<file path="config.mk">
export PLATFORM = sky130hd
export DESIGN_NAME = decode_stage
export DESIGN_NICKNAME = d
export VERILOG_FILES = /design/src/rtl/decode_stage_pkg.sv /design/src/rtl/decode_stage_reg_file.sv /design/src/rtl/decode_stage.sv
export SDC_FILE = /design/constraint.sdc
export NUM_CORES = 2
export LEC_CHECK = 0
export ABC_AREA = 1
export BUFFER_PORTS_ARGS = -buffer_cell sky130_fd_sc_hd__buf_4
export CORE_MARGIN = 4
export CORE_UTILIZATION = 46
export CTS_CLUSTER_SIZE = 12
export DETAILED_ROUTE_END_ITERATION = 16
export PLACE_DENSITY = 0.7
export SYNTH_ARGS = -nofsm -noshare
export SYNTH_HDL_FRONTEND = slang
export SYNTH_HIERARCHICAL = 1
export SYNTH_SLANG_ARGS = --single-unit
</file>
<file path="constraint.sdc">
create_clock -name clock -period 2.5 [get_ports clock]
set_input_delay 0.125 -clock clock [delete_from_list [all_inputs] [get_ports clock]]
set_output_delay 0.125 -clock clock [all_outputs]
set_load 0.05 [all_outputs]
</file>
<file path="src/rtl/decode_stage_pkg.sv">
// Shared RV32I decode definitions: opcode/funct constants, ALU operation
// codes (also used by the ALU) and the control-field decode function.
package decode_stage_pkg;

    localparam int XLEN  = 32;
    localparam int NREGS = 32;
    localparam int RAW   = 5;

    // Major opcodes handled by this stage
    localparam logic [6:0] OPC_OP     = 7'b0110011;
    localparam logic [6:0] OPC_OP_IMM = 7'b0010011;

    // funct3 values shared by OP and OP-IMM
    localparam logic [2:0] F3_ADD_SUB = 3'b000;
    localparam logic [2:0] F3_SLL     = 3'b001;
    localparam logic [2:0] F3_SLT     = 3'b010;
    localparam logic [2:0] F3_SLTU    = 3'b011;
    localparam logic [2:0] F3_XOR     = 3'b100;
    localparam logic [2:0] F3_SRL_SRA = 3'b101;
    localparam logic [2:0] F3_OR      = 3'b110;
    localparam logic [2:0] F3_AND     = 3'b111;

    // funct7 values: BASE is the plain op, ALT selects SUB / SRA
    localparam logic [6:0] F7_BASE = 7'b0000000;
    localparam logic [6:0] F7_ALT  = 7'b0100000;

    typedef enum logic [3:0] {
        ALU_ADD  = 4'd0,
        ALU_SUB  = 4'd1,
        ALU_AND  = 4'd2,
        ALU_OR   = 4'd3,
        ALU_XOR  = 4'd4,
        ALU_SLL  = 4'd5,
        ALU_SRL  = 4'd6,
        ALU_SRA  = 4'd7,
        ALU_SLT  = 4'd8,
        ALU_SLTU = 4'd9
    } alu_op_e;

    // Control fields derived purely from the instruction word
    typedef struct packed {
        alu_op_e aluoper;
        logic    selopr2;
        logic    rd_wen;
        logic    illegal;
        logic    imm_is_shamt;
    } dec_ctrl_t;

    // funct3 to ALU op; alt picks SUB for 000 and SRA for 101
    function automatic alu_op_e f3_to_alu(input logic [2:0] f3, input logic alt);
        alu_op_e op;
        case (f3)
            F3_ADD_SUB: op = alt ? ALU_SUB : ALU_ADD;
            F3_SLL:     op = ALU_SLL;
            F3_SLT:     op = ALU_SLT;
            F3_SLTU:    op = ALU_SLTU;
            F3_XOR:     op = ALU_XOR;
            F3_SRL_SRA: op = alt ? ALU_SRA : ALU_SRL;
            F3_OR:      op = ALU_OR;
            default:    op = ALU_AND;
        endcase
        return op;
    endfunction

    // Full control decode. Illegal encodings collapse to a harmless ADD with
    // no register write so execute can simply drop them.
    function automatic dec_ctrl_t decode_ctrl(input logic [31:0] instr);
        dec_ctrl_t  d;
        logic [6:0] opcode;
        logic [2:0] f3;
        logic [6:0] f7;
        opcode         = instr[6:0];
        f3             = instr[14:12];
        f7             = instr[31:25];
        d.aluoper      = ALU_ADD;
        d.selopr2      = 1'b0;
        d.rd_wen       = 1'b0;
        d.illegal      = 1'b0;
        d.imm_is_shamt = 1'b0;
        case (opcode)
            OPC_OP: begin
                d.rd_wen = 1'b1;
                if (f7 == F7_BASE) begin
                    d.aluoper = f3_to_alu(f3, 1'b0);
                end else if (f7 == F7_ALT && (f3 == F3_ADD_SUB || f3 == F3_SRL_SRA)) begin
                    d.aluoper = f3_to_alu(f3, 1'b1);
                end else begin
                    d.illegal = 1'b1;
                end
            end
            OPC_OP_IMM: begin
                d.selopr2 = 1'b1;
                d.rd_wen  = 1'b1;
                if (f3 == F3_SLL) begin
                    d.imm_is_shamt = 1'b1;
                    if (f7 == F7_BASE) d.aluoper = ALU_SLL;
                    else               d.illegal = 1'b1;
                end else if (f3 == F3_SRL_SRA) begin
                    d.imm_is_shamt = 1'b1;
                    if (f7 == F7_BASE)     d.aluoper = ALU_SRL;
                    else if (f7 == F7_ALT) d.aluoper = ALU_SRA;
                    else                   d.illegal = 1'b1;
                end else begin
                    // no SUBI: funct3 000 is always ADD here
                    d.aluoper = f3_to_alu(f3, 1'b0);
                end
            end
            default: d.illegal = 1'b1;
        endcase
        if (d.illegal) begin
            d.aluoper      = ALU_ADD;
            d.selopr2      = 1'b0;
            d.rd_wen       = 1'b0;
            d.imm_is_shamt = 1'b0;
        end
        return d;
    endfunction

endpackage

</file>
<file path="src/rtl/decode_stage_reg_file.sv">
// Architectural register file: two asynchronous read ports, one synchronous
// write port, x0 hardwired to zero, write-first bypass on both reads.
module decode_stage_reg_file
    import decode_stage_pkg::*;
#(
    parameter int XLEN_P  = XLEN,
    parameter int NREGS_P = NREGS
) (
    input  logic              clock,
    input  logic              reset,
    input  logic              we,
    input  logic [RAW-1:0]    waddr,
    input  logic [XLEN_P-1:0] wdata,
    input  logic [RAW-1:0]    raddr1,
    output logic [XLEN_P-1:0] rdata1,
    input  logic [RAW-1:0]    raddr2,
    output logic [XLEN_P-1:0] rdata2
);

    logic [XLEN_P-1:0] mem [0:NREGS_P-1];

    // Storage: cleared on reset, writes to x0 are dropped
    always_ff @(posedge clock) begin
        if (reset) begin
            for (int i = 0; i < NREGS_P; i++) begin
                mem[i] <= '0;
            end
        end else if (we && waddr != '0) begin
            mem[waddr] <= wdata;
        end
    end

    // Read ports: x0 reads zero, a same-cycle write to the read address wins
    always_comb begin
        rdata1 = '0;
        rdata2 = '0;
        if (raddr1 != '0) begin
            rdata1 = (we && waddr == raddr1) ? wdata : mem[raddr1];
        end
        if (raddr2 != '0) begin
            rdata2 = (we && waddr == raddr2) ? wdata : mem[raddr2];
        end
    end

endmodule

</file>
<file path="src/rtl/decode_stage.sv">
// RV32I decode stage feeding the ALU from a single registered output slot.
// Optional statistics counters are built when DECODE_STATS_EN is defined;
// otherwise cnt_decoded/cnt_illegal are tied to zero.
module decode_stage
    import decode_stage_pkg::*;
#(
    parameter int XLEN_P  = XLEN,
    parameter int NREGS_P = NREGS
) (
    input  logic              clock,
    input  logic              reset,
    input  logic              instr_valid,
    output logic              instr_ready,
    input  logic [31:0]       instr,
    input  logic              flush,
    input  logic              wb_en,
    input  logic [RAW-1:0]    wb_addr,
    input  logic [XLEN_P-1:0] wb_data,
    output logic              dec_valid,
    input  logic              dec_ready,
    output logic [XLEN_P-1:0] rdatain1,
    output logic [XLEN_P-1:0] rdatain2,
    output logic [XLEN_P-1:0] dataimmed,
    output logic              selopr2,
    output logic [3:0]        aluoper,
    output logic [RAW-1:0]    rd_addr,
    output logic              rd_wen,
    output logic              illegal,
    output logic [31:0]       cnt_decoded,
    output logic [31:0]       cnt_illegal
);

    // Handshake: a transfer happens on a rising edge where valid && ready.
    // Upstream: instr is taken when instr_valid && instr_ready && !flush;
    // instr_ready is high whenever the slot is empty or being drained.
    // Downstream: the slot is consumed when dec_valid && dec_ready; all slot
    // fields stay stable while dec_valid && !dec_ready, except that operands
    // are refreshed by matching writebacks.

    logic [RAW-1:0]    rs1;
    logic [RAW-1:0]    rs2;
    logic [XLEN_P-1:0] rf_rdata1;
    logic [XLEN_P-1:0] rf_rdata2;
    logic [XLEN_P-1:0] imm_next;
    logic [RAW-1:0]    held_rs1;
    logic [RAW-1:0]    held_rs2;
    logic              capture;
    dec_ctrl_t         ctrl;

    assign rs1         = instr[19:15];
    assign rs2         = instr[24:20];
    assign instr_ready = !dec_valid || dec_ready;
    assign capture     = instr_valid && instr_ready && !flush;
    assign ctrl        = decode_ctrl(instr);

    decode_stage_reg_file #(
        .XLEN_P  (XLEN_P),
        .NREGS_P (NREGS_P)
    ) u_reg_file (
        .clock  (clock),
        .reset  (reset),
        .we     (wb_en),
        .waddr  (wb_addr),
        .wdata  (wb_data),
        .raddr1 (rs1),
        .rdata1 (rf_rdata1),
        .raddr2 (rs2),
        .rdata2 (rf_rdata2)
    );

    // Immediate: zero-extended shamt for shifts, sign-extended I-imm otherwise
    always_comb begin
        imm_next = '0;
        if (ctrl.selopr2) begin
            if (ctrl.imm_is_shamt) begin
                imm_next = {{(XLEN_P-5){1'b0}}, instr[24:20]};
            end else begin
                imm_next = {{(XLEN_P-12){instr[31]}}, instr[31:20]};
            end
        end
    end

    // Output slot: flush beats capture, capture beats drain, refresh while held
    always_ff @(posedge clock) begin
        if (reset) begin
            dec_valid <= 1'b0;
            rdatain1  <= '0;
            rdatain2  <= '0;
            dataimmed <= '0;
            selopr2   <= 1'b0;
            aluoper   <= ALU_ADD;
            rd_addr   <= '0;
            rd_wen    <= 1'b0;
            illegal   <= 1'b0;
            held_rs1  <= '0;
            held_rs2  <= '0;
        end else if (flush) begin
            dec_valid <= 1'b0;
        end else if (capture) begin
            dec_valid <= 1'b1;
            rdatain1  <= rf_rdata1;
            rdatain2  <= rf_rdata2;
            dataimmed <= imm_next;
            selopr2   <= ctrl.selopr2;
            aluoper   <= ctrl.aluoper;
            rd_addr   <= instr[11:7];
            rd_wen    <= ctrl.rd_wen;
            illegal   <= ctrl.illegal;
            held_rs1  <= rs1;
            held_rs2  <= rs2;
        end else if (dec_valid && dec_ready) begin
            dec_valid <= 1'b0;
        end else if (dec_valid) begin
            if (wb_en && wb_addr != '0 && wb_addr == held_rs1) begin
                rdatain1 <= wb_data;
            end
            if (wb_en && wb_addr != '0 && wb_addr == held_rs2) begin
                rdatain2 <= wb_data;
            end
        end
    end

`ifdef DECODE_STATS_EN
    logic [31:0] cnt_decoded_q;
    logic [31:0] cnt_illegal_q;

    // Statistics: count every capture and every illegal capture, wrapping
    always_ff @(posedge clock) begin
        if (reset) begin
            cnt_decoded_q <= '0;
            cnt_illegal_q <= '0;
        end else if (capture) begin
            cnt_decoded_q <= cnt_decoded_q + 32'd1;
            if (ctrl.illegal) begin
                cnt_illegal_q <= cnt_illegal_q + 32'd1;
            end
        end
    end

    assign cnt_decoded = cnt_decoded_q;
    assign cnt_illegal = cnt_illegal_q;
`else
    assign cnt_decoded = '0;
    assign cnt_illegal = '0;
`endif

endmodule

</file>
; Word level (Yosys, flattened, before mapping)
; Memories as Yosys holds them, arrays and structs flattened.
; Index checks and enable logic that the tools add are counted.
; Widths: inputs -> output; s select.
[op_classes]
n_eq_ne = 14
n_mux = 48
n_bitwise = 1
n_reduce_logical = 28
[ops]
columns = op, n
row1 = $mux 32, 15
row2 = $pmux 4 s7, 2
row3 = $reduce_or 32->1, 1
row4 = $eq 5x5->1, 4
row5 = $pmux 4 s5, 1
row6 = $mux 1, 17
row7 = $mux 4, 4
row8 = $reduce_bool 5->1, 3
row9 = $eq 7x6->1 const B, 2
row10 = $eq 3x3->1 const B, 3
row11 = $logic_and 1x1->1, 9
row12 = $mux 3, 3
row13 = $pmux 4 s2, 1
row14 = $reduce_and 4->1, 2
row15 = $reduce_bool 2->1, 4
row16 = $eq 7x5->1 const B, 1
row17 = $logic_not 7->1, 1
row18 = $eq 3x2->1 const B, 2
row19 = $mux 6, 1
row20 = $mux 5, 1
row21 = $mux 2, 2
row22 = $reduce_or 2->1, 2
row23 = $eq 3x1->1 const B, 1
row24 = $logic_not 3->1, 1
row25 = other kinds (6), 8
[word_totals]
reg_bits = 119
mem_bits_rw = 1024
input_bits = 75
out_inout_bits = 174
mem_count = 1
[mem_list]
columns = memory, words, word_bits, rd, rd_clocked_by_memory_dff, write_ports, line
row1 = u_reg_file.mem, 32, 32, 2, 0, 32, decode_stage_reg_file.sv:20  ; logic [XLEN_P-1:0] mem [0:NREGS_P-1];

; Logic depth before layout (Yosys ltp)
[logic_depth]
word_depth = 9
depth_mapped = 17
mapped_depth_nobuf = 15

; Modules after synthesis
; The synthesis kept the hierarchy.
[modules_own_cells]
columns = mod, n_inst, cells_each, area_each_um2
row1 = decode_stage_reg_file, 1, 7440, 58536.1
row2 = decode_stage, 1, 789, 5245.0

; Worst setup path before layout
; OpenSTA, ideal clock, no wires.
[synth_path]
path_kind = input-to-reg
start = in wb_addr[2]
end = mem u_reg_file/mem[11][0] in the netlist's numbering (enable)
t_arrival_ns = 1.864
required_ns = 2.022
slack_ns = 0.158
path_stages = 10
path_buffers = 2
cell_sequence = buf_2 > nor3_4 > inv_2 > o21ai_2 > inv_2 > nand3_1 > inv_2 > nand2_4 > buf_4 > nand2_1
[synth_lines]
columns = item, line
row1 = from (decl), decode_stage.sv:17  ; input logic [RAW-1:0] wb_addr,
row2 = to (decl), decode_stage_reg_file.sv:20

; Final worst setup path
[layout_path]
start = in instr[16]
end = reg rdatain1[0]
[layout_between]
elab_chain_cells = 5
[layout_rtl]
columns = item, line
row1 = from (decl), decode_stage.sv:14  ; input logic [31:0] instr,
row2 = branches (longest 3 deep; another with $mem_v2 32x32), --
row3 = $mux 32 *, decode_stage_reg_file.sv:37  ; if (raddr1 != '0) begin
row4 = net rf_rdata1[0], decode_stage.sv:42  ; logic [XLEN_P-1:0] rf_rdata1;
row5 = $mux 32 *, decode_stage.sv:99  ; end else if (capture) begin
row6 = to (signal assigned), decode_stage.sv:101  ; rdatain1 <= rf_rdata1;
row7 = to (signal assigned), decode_stage.sv:115  ; rdatain1 <= wb_data;
row8 = to (decl), decode_stage.sv:21  ; output logic [XLEN_P-1:0] rdatain1,
; Mark *: on every way through the listed nets, which the timed path passes.
; A chain may end at the register's enable or synchronous reset.

==> metrics.md <==
| Metric | Value |
|---|---|
| Hpwl dp | 164 mm |
| Complex-gate fraction of the synthesized area | 0.0820 |
| Run status | finished, violations left |
| CTS max path bufs | 3 |
| Yosys warnings | 6 |
| Int Pwr | 33500 uW |
| PnR worst setup slack | -25.4 ps |
| Row count | 136 |
| Peak VDD IR | 0.597 mV |
| Startpoint types | primary input |
| Clk_lat worst skew | 760 ps |
| Yosys cell types | 36 |
| Starting Density | 0.463 |
| Combinational power share | 0.167 |
| CP Data Required Time | 3140 ps |
| Gr usage total | 0.346 |
| Leak | 0.0320 uW |
| Synth area leaders | edfxtp_1 48%, nand2_1 12%, nor2_1 8.9% |
| Crit path DAT | 3170 ps |
| Post-Synth XOR/XNOR Area | 0.00165 |
| Hold Path Class | primary input to flop |
| Core area | 138000 um^2 |
| Area occupied by multi-input gates | 25200 um^2 |
| Period minus WS final | 2530 ps |
| Placed Area | 69000 um^2 |
| Power density cells | 643 nW/um^2 |
| GRT overflow | 0 |
| Hold Fails Final Rpt | 0 |
| NetSw | 13800 uW |
| RePlAce Congestion | 1.02 |
| Die ar. | 145000 um^2 |
| Critical Path End Type | flop |
| Sequential fraction of the synthesis area | 0.513 |
| Nets | 8457 |
| Share of the synthesized area in the top cell type | 0.482 |
| Clock Tree Root | clkbuf_16 |
| Simple-gate share of the synthesized area | 0.305 |
| Via Count | 62000 |
| Drt pass-1 iters | 8 |
| Clock network power share | 0.369 |
| Post-Synthesis Cells | 8229 |
| Register area | 32700 um^2 |
| Die Y | 380 um |
| I/O pin total | 249 |
| Number of fill cells | 12300 |
| Switching Share | 0.291 |
| Final period util | 1.01 |
| Flop and latch count out of synthesis | 1123 |
| Synth Area in Adders | 0 |
| Finished Cell Area | 73500 um^2 |
| Synth-to-layout area growth | 15.3% |
| Routed len/inst | 25.4 um |
| Synth area leader | edfxtp_1 |
| Largest family of logic cells by synthesized area | simple AND/OR/NAND/NOR gates |
| CTS tree | yes |
| Setup Skew | 30.7 ps |
| Failing checks | setup timing |
| Final setup vio count | 1 |
| Worst setup path category | primary input to flop |
| DRC Markers | 0 |
| Vias in the first global route | 57600 |
| # H-tree levels | 3 |
| Mean area per synthesized cell | 7.75 um^2 |
| Sink Count | 1123 |
| Clk pin slew, worst setup/hold paths | 60 ps |
| Port buffer count | 184 |
| Pin count of the biggest net entering global routing | 87 |
| Flop pwr share | 0.464 |
| Asr flop ratio synth | 0 |
| Share of cells above drive strength 1 | 0.111 |
| Initial antenna violation count | 10 |
| Inserted Clock Buffers | 119 |
| Post-synth EDFFs | 1024 |
| Fin util | 0.534 |
| Top cells by count, synth | 2015 x nand2_1, 1512 x nor2_1, 1086 x nand3_1 |
| First-pass GRT wire length | 375 mm |
| Total wire length | 260 mm |
| Slew Viols, Final | 0 |
| Initial DRC count | 10000 |
| Worst Tran Pin Value | 836 ps |
| Max Clock Freq | 396 MHz |
| CP max FO | 50 |
| Mux cell area share after synthesis | 0 |
| Top-count cell post-synth | nand2_1 |
| Antenna-violating nets left | 0 |
| Mapped cell area | 63800 um^2 |
| Max_cap viols | 0 |
| Die width | 380 um |
| Ys flop type | edfxtp_1 |
| Post-DR vias/cell | 6.04 |
| Worst rel slew slack | 0.443 |
per-stage QoR:
step	setup slack (ps)	TNS, ps	hold WS [ps]	cells	total power (uW)
4_1_cts	171	0	11.6	10300	46900
3_5_place_dp	53.8	0	353	9981	29700
3_3_place_gp	35.2	0	353	9981	29500
2_1_floorplan	158	0	260	8323	26500
6_report	-25.4	-25.4	39.6	10300	47200
5_1_grt	-1.87	-1.87	97.3	10300	48500
critical path, stage by stage:
cell           delay (ps)
dlygate4sd3_1         590
buf_8                 290
buf_12                310
buf_12                210
nand3_1                80
nand3_1                70
nand2_1                50
a21oi_1               330
nand2_1               220
nand2_1               250
a21oi_1               130
nand2_1               120
nand2_1               100
o21ai_1               160
nor2_1                 50
cell usage in the layout (no fill, tap or decap), types with 3 or more instances in the layout:
master         synthesis  final
nor2_4                 1      3
o211ai_1             187    187
clkbuf_8               0      6
or2_2                 56     56
buf_12                 0    128
clkbuf_1             319     21
xor2_1                 4      4
o22ai_1                4      4
inv_4                  0      4
a21oi_2                3      3
bufinv_16              0      7
inv_8                  0      3
nand3_2                3      4
nor3_2                 8      8
o21ai_1               42     42
clkinv_1               0     21
dlygate4sd3_1          0     73
nor3_1                 5      5
a21oi_1              286    286
diode_2                0      3
clkinv_2               0     25
o21ai_0              424    424
nand2_4               10     10
edfxtp_1            1024   1024
xnor2_1                8      8
conb_1                 2     96
clkbuf_16              0    123
nand3_1             1086   1084
buf_4                148    495
inv_2                 16     12
nand4_1                3      3
nand2_2               12     34
dfxtp_1               99     99
nor2_1              1512   1510
nand2_1             2015   1993
inv_1                650    647
timing repair:
action,4_1_cts,5_1_grt
endpoints found under the setup margin,0,28
endpoints found under the hold margin,299,0
gates resized for setup,0,8
buffers inserted,0,1
hold buffers,73,0
path summary, 6_finish.rpt:
check / start / end / slack (ps) / depth (start not counted)
max reg2reg: u_reg_file/mem[15][30]$_SDFFCE_PN0P_ / rdatain1[30]$_SDFFE_PP0P_ / 150 / 12
max: instr[16] / rdatain1[0]$_SDFFE_PP0P_ / -30 / 15
min reg2reg: dataimmed[8]$_SDFFE_PP0P_ / dataimmed[8]$_SDFFE_PP0P_ / 470 / 2
min: instr[4] / dataimmed[4]$_SDFFE_PP0P_ / 40 / 9
layout make-up:
class                   count  area share
clock inverters            58     0.00633
flip-flops and latches   1123       0.445
inverters                 666      0.0344
diodes                      3    0.000102
multi-input cells        5771       0.343
clock buffers             152      0.0442
repair buffers            701      0.0964
well taps                1794      0.0305
power by group through the flow:
stage	registers, uW	clock network, uW	logic, uW
2_1_floorplan	22300	0	4160
3_3_place_gp	22300	0	7280
3_5_place_dp	22300	0	7380
4_1_cts	21900	17500	7500
5_1_grt	22000	18300	8240
6_report	21900	17400	7900
logic make-up after synthesis:
kind of cell / after synthesis
buffers and inverters: 1429
AND/OR/NAND/NOR: 4716
AO/OA/AOI/OAI: 947
XOR/XNOR: 12
flip-flops: 1123
other: 2
layer usage:
metal,global-route usage,up-vias,wire (um)
li1,-,27000,-
met4,0.229,4,20300
met5,0,-,17
met1,0.445,28800,90500
met3,0.113,997,42900
met2,0.499,5289,107000
flip-flops by register name, indices dropped and copies added (netlist names):
name	cells
u_reg_file/mem	1024
rdatain1	32
rdatain2	32
dataimmed	12
held_rs1	5
held_rs2	5
rd_addr	5
aluoper	4
dec_valid	1
illegal	1
rd_wen	1
selopr2	1
(Power assumes the default switching activity.)
